$ cat src/rtl/l2_req_arb.sv
// l2_req_arb: per-channel round-robin request arbiter with credit
// limiting and per-stream L2 response return.
module l2_req_arb #(
  parameter int nstrms     = 64,
  parameter int channels   = 4,
  parameter int spc        = nstrms / channels,
  parameter int lsid_width = (spc > 1) ? $clog2(spc) : 1,
  parameter int max_out    = 4,
  parameter int cnt_width  = $clog2(max_out + 1)
) (
  input  logic                           clk,
  input  logic                           reset,
  input  logic [nstrms-1:0]              i_req_v,
  output logic [nstrms-1:0]              i_req_r,
  output logic [channels-1:0]            o_l2_v,
  input  logic [channels-1:0]            o_l2_r,
  output logic [channels*lsid_width-1:0] o_l2_lsid,
  input  logic [channels-1:0]            i_l2_v,
  output logic [channels-1:0]            i_l2_r,
  input  logic [channels*lsid_width-1:0] i_l2_lsid,
  output logic [nstrms-1:0]              o_rsp_v,
  input  logic [nstrms-1:0]              o_rsp_r,
  output logic [channels-1:0]            o_err
);

  localparam int lw = lsid_width;
  localparam int cw = cnt_width;
  localparam logic [cw-1:0] max_cnt = cw'(max_out);
  localparam logic [lw-1:0] last_id = lw'(spc - 1);
  localparam logic [lw:0]   spc_w   = (lw + 1)'(spc);

  for (genvar c = 0; c < channels; c++) begin : g_ch
    logic [spc-1:0] rv;
    logic [spc-1:0] rsp_r;
    logic [spc-1:0] grant;
    logic [spc-1:0] rsp_v;
    logic           rq_v;
    logic           rs_v;
    logic           err;
    logic           found;
    logic           can_issue;
    logic           req_fire;
    logic           rsp_fire;
    logic           acc;
    logic [lw-1:0]  rq_lsid;
    logic [lw-1:0]  rs_lsid;
    logic [lw-1:0]  rr;
    logic [lw-1:0]  win;
    logic [lw-1:0]  rr_nxt;
    logic [cw-1:0]  cnt;

    assign rv    = i_req_v[c*spc +: spc];
    assign rsp_r = o_rsp_r[c*spc +: spc];

    // Scan from the far end so the lowest offset from rr wins last.
    always_comb begin
      logic [lw:0] idx;
      found = 1'b0;
      win   = '0;
      idx   = '0;
      for (int k = spc - 1; k >= 0; k--) begin
        idx = {1'b0, rr} + (lw + 1)'(k);
        if (idx >= spc_w) idx = idx - spc_w;
        if (rv[idx[lw-1:0]]) begin
          found = 1'b1;
          win   = idx[lw-1:0];
        end
      end
    end

    assign can_issue = reset && (cnt < max_cnt)
                     && (!rq_v || o_l2_r[c]);
    assign req_fire  = can_issue && found;
    assign rr_nxt    = (win == last_id) ? '0 : win + 1'b1;

    always_comb begin
      grant = '0;
      if (req_fire) grant[win] = 1'b1;
    end

    assign rsp_fire  = rs_v && rsp_r[rs_lsid];
    assign i_l2_r[c] = reset && (!rs_v || rsp_fire);
    assign acc       = i_l2_v[c] && i_l2_r[c];

    always_comb begin
      rsp_v = '0;
      if (rs_v) rsp_v[rs_lsid] = 1'b1;
    end

    always_ff @(posedge clk or negedge reset) begin
      if (!reset) begin
        rq_v    <= 1'b0;
        rq_lsid <= '0;
        rs_v    <= 1'b0;
        rs_lsid <= '0;
        rr      <= '0;
        cnt     <= '0;
        err     <= 1'b0;
      end else begin
        if (req_fire) begin
          rq_v    <= 1'b1;
          rq_lsid <= win;
          rr      <= rr_nxt;
        end else if (o_l2_r[c]) begin
          rq_v <= 1'b0;
        end
        if (acc) begin
          rs_v    <= 1'b1;
          rs_lsid <= i_l2_lsid[c*lw +: lw];
        end else if (rsp_fire) begin
          rs_v <= 1'b0;
        end
        // A consume with nothing outstanding is a protocol error.
        if (req_fire && !rsp_fire) begin
          cnt <= cnt + 1'b1;
        end else if (rsp_fire && !req_fire) begin
          if (cnt == '0) err <= 1'b1;
          else           cnt <= cnt - 1'b1;
        end
      end
    end

    assign i_req_r[c*spc +: spc]  = grant;
    assign o_rsp_v[c*spc +: spc]  = rsp_v;
    assign o_l2_v[c]              = rq_v;
    assign o_l2_lsid[c*lw +: lw]  = rq_lsid;
    assign o_err[c]               = err;
  end

endmodule

$ cat config.mk
export PLATFORM = sky130hd
export DESIGN_NAME = l2_req_arb
export DESIGN_NICKNAME = d
export VERILOG_FILES = /design/src/rtl/l2_req_arb.sv
export SDC_FILE = /design/constraint.sdc
export NUM_CORES = 1
export LEC_CHECK = 0
export CORE_MARGIN = 5
export CORE_UTILIZATION = 45
export CTS_CLUSTER_DIAMETER = 120
export DETAILED_ROUTE_END_ITERATION = 8
export PLACE_DENSITY = 0.81
export SETUP_SLACK_MARGIN = 0.05
export SLEW_MARGIN = 20
export SYNTH_ARGS = -nofsm -noshare
export SYNTH_HDL_FRONTEND = slang
export SYNTH_SLANG_ARGS = --single-unit
$ cat constraint.sdc
create_clock -name clk -period 12.65 [get_ports clk]
set_input_delay 1.265 -clock clk [delete_from_list [all_inputs] [get_ports clk]]
set_output_delay 1.265 -clock clk [all_outputs]
set_load 0.03 [all_outputs]
==> metrics.md <==
| Metric | Value |
|---|---|
| Status | `completed` |
| Post-Layout Cell Count | `2218` |
| Root Buffer | `clkbuf_16` |
| Post-synthesis sequential area ratio | `12.8%` |
| Layout net count | `2028` |
| Yosys top cell area share | `23.9%` |
| Antenna Diode Count | `0` |
| Kind of end point of the critical path | `primary output` |
| Routed Antenna Nets | `0` |
| Cells after synthesis | `1564` |
| Die area | `34800 sq um` |
| Area grow syn2layout | `25.6%` |
| CP required | `11390 ps` |
| Share of cells above drive strength 1 | `15.4%` |
| Input/output buffers | `309` |
| Crit-path max cell delay | `1080 ps` |
| Most common flop cell mapped by yosys | `dfrtp_1` |
| Relative slew margins | `33.5%` |
| Crit Path Max Fanout | `24` |
| Post-Syn Area | `14000 sq um` |
| Clk_skew | `13.2 ps` |
| Reg2reg setup slack | `6420 ps` |
| Max Clk Rate | `125 MHz` |
| CP Launch Type | `flip-flop` |
| Crit Path Class | `reg -> out` |
| Total core area | `30700 sq um` |
| Total GRT Usage | `26.3%` |
| Mapped Nets | `1774` |
| Vias | `14400` |
| Hold Path Class | `reg -> reg` |
| Clock Latency Late Sink | `350 ps` |
| Period utilization | `63.1%` |
| TritonRoute pass-1 iters | `6` |
| Hold-fix buffers at CTS | `0` |
| Setup TNS | `0 ps` |
| Placed cell count | `2203` |
| FP Rows | `64` |
| Final Slew Violations | `0` |
| WL per Instance | `21.6 microns` |
| Pin count of the biggest net entering global routing | `48` |
| RSZ-0062 raised after global routing | `false` |
| Fin. Hold Viols | `0` |
| DRT iter0 DRCs | `1631` |
| Initial cell density of the core | `45.7%` |
| Post-synth top area cell | `mux4_2` |
| Yosys warning count | `0` |
| Area contributors post-synth | `mux4_2, dfrtp_1, mux2i_1` |
| Post-CTS sizing | `0` |
| Crit-path cells | `clkinv_1 > ha_1 > mux2_2 > mux4_2 > mux2_2 > a311oi_1 > a311oi_1 > o21ai_1 > nor2b_1 > nor2b_1 > clkdlybuf4s50_1` |
| CP max-delay cell | `ha_1` |
| Final WL | `47800 microns` |
| Clock transition at the registers of the reported paths | `60 ps` |
| Vias in the first global route | `14400` |
| Gpl congestion | `1.03` |
| Gr ovfl total | `0` |
| Post-synthesis cell type count | `95` |
| CTS buffer count | `9` |
| DRC errors left | `0` |
| Critical Path AT | `6720 ps` |
| Most common library cells after synthesis | `nor2_1, mux4_2, nand2_1` |
| Clock Path Buffers | `2` |
| Number of I/O pins | `310` |
| Post-synth ARST share | `100%` |
| First-pass GRT wire length | `77000 microns` |
| Hpwl dp | `37600 microns` |
| Most frequent cell after synthesis | `nor2_1` |
| Clock Sink Count | `72` |
| CTS tree | `yes` |
| Worst slew pin tran | `991 ps` |
| Min Tclk post-route | `7980 ps` |
| Mean Syn Cell Area | `8.97 sq um` |
| Post-CTS setup repair buffer count | `0` |
| Via density | `6.51` |
| Initial antenna violation count | `0` |
| Die Height | `187 microns` |
| Flops & latches, synth | `72` |
| Final Setup Violations | `0` |
| H-tree levels | `3` |
| EDFF count, synth | `0` |
| Maxcap violations | `0` |
| Die width | `187 microns` |
-- path summary, 6_finish.rpt --
check | startpoint | cells after the start | to
max in group asynchronous | reset | 2 | g_ch[2].rq_lsid[0]$_DFFE_PN0P_
min in group asynchronous | reset | 1 | g_ch[1].rs_lsid[0]$_DFFE_PN0P_
worst max register to register | g_ch[2].rr[1]$_DFFE_PN0P_ | 14 | g_ch[2].cnt[2]$_DFFE_PN0P_
worst min-delay path | g_ch[0].err$_DFFE_PN0P_ | 1 | g_ch[0].err$_DFFE_PN0P_
worst min register to register | g_ch[0].err$_DFFE_PN0P_ | 1 | g_ch[0].err$_DFFE_PN0P_
worst max-delay path | g_ch[2].rr[1]$_DFFE_PN0P_ | 11 | i_req_r[32]
-- worst max-delay path: cells and delay by family (launching register included) --
family	cells	cell delay (ps)
buffers and inverters	2	1320
muxes	3	1300
AOI/OAI and AO/OA	3	1200
adders and majority gates	1	1080
DFF	1	960
and+or+nand+nor	2	510
-- cells by family after synthesis --
family | share of synthesized area [%]
AO/OA/AOI/OAI | 17.9
XOR/XNOR | 3.60
adder cells (fa/ha/maj) | 5.21
buffers and inverters | 5.77
flip-flops | 12.8
multiplexers | 36.6
AND/OR/NAND/NOR | 18.1
-- through the flow --
stage	utilization, %	hold WS, ps	cell area, sq um	setup WS [ps]
finish	57.4	473	17600	4670
global route	57.4	512	17600	4210
CTS	57.4	483	17600	4700
detailed placement	56.4	471	17300	5120
global placement	56.4	458	17300	5280
floorplan	-	443	14000	6670
-- placed cells by master (no fill, tap or decap), types with 22 or more instances in the layout --
cell type | synthesis | final
and3_1 | 22 | 22
mux2_2 | 63 | 63
nor3_1 | 57 | 57
xnor2_1 | 37 | 37
nor2b_1 | 32 | 32
mux2i_1 | 91 | 91
o21ai_0 | 62 | 62
inv_1 | 84 | 84
a21oi_1 | 70 | 70
mux4_2 | 149 | 149
nand2_1 | 130 | 130
nor2_1 | 166 | 166
clkdlybuf4s50_1 | 0 | 308
dfrtp_1 | 72 | 72
ha_1 | 52 | 52
nand2b_1 | 22 | 22
nand3_1 | 24 | 24
-- final cells by class --
| type | count | area (sq um) |
|---|---|---|
| multi-input combinational | 1314 | 11400 |
| clock inverter | 5 | 106 |
| fill | 2667 | 13100 |
| inverter | 95 | 357 |
| tap | 396 | 495 |
| sequential | 72 | 1800 |
| clock buffer | 10 | 229 |
| timing repair buffer | 326 | 3220 |
-- routing by layer --
layer / vias to the layer above / wire [microns] / track usage [%]
met5: - / 0 / 0
met4: 0 / 1230 / 7.40
met3: 91 / 4570 / 6.93
met2: 836 / 22800 / 43.4
met1: 7008 / 19200 / 34.4
li1: 6505 / - / -
-- flip-flops by register name (all words and copies together), names as in the netlist --
signal,count
g_ch.rq_lsid,16
g_ch.err,4
g_ch.rs_v,4
g_ch.cnt,12
g_ch.rq_v,4
g_ch.rr,16
g_ch.rs_lsid,16
Power is not shown: default switching activity piles up to over one toggle a cycle in this logic, so the estimate is an artifact.
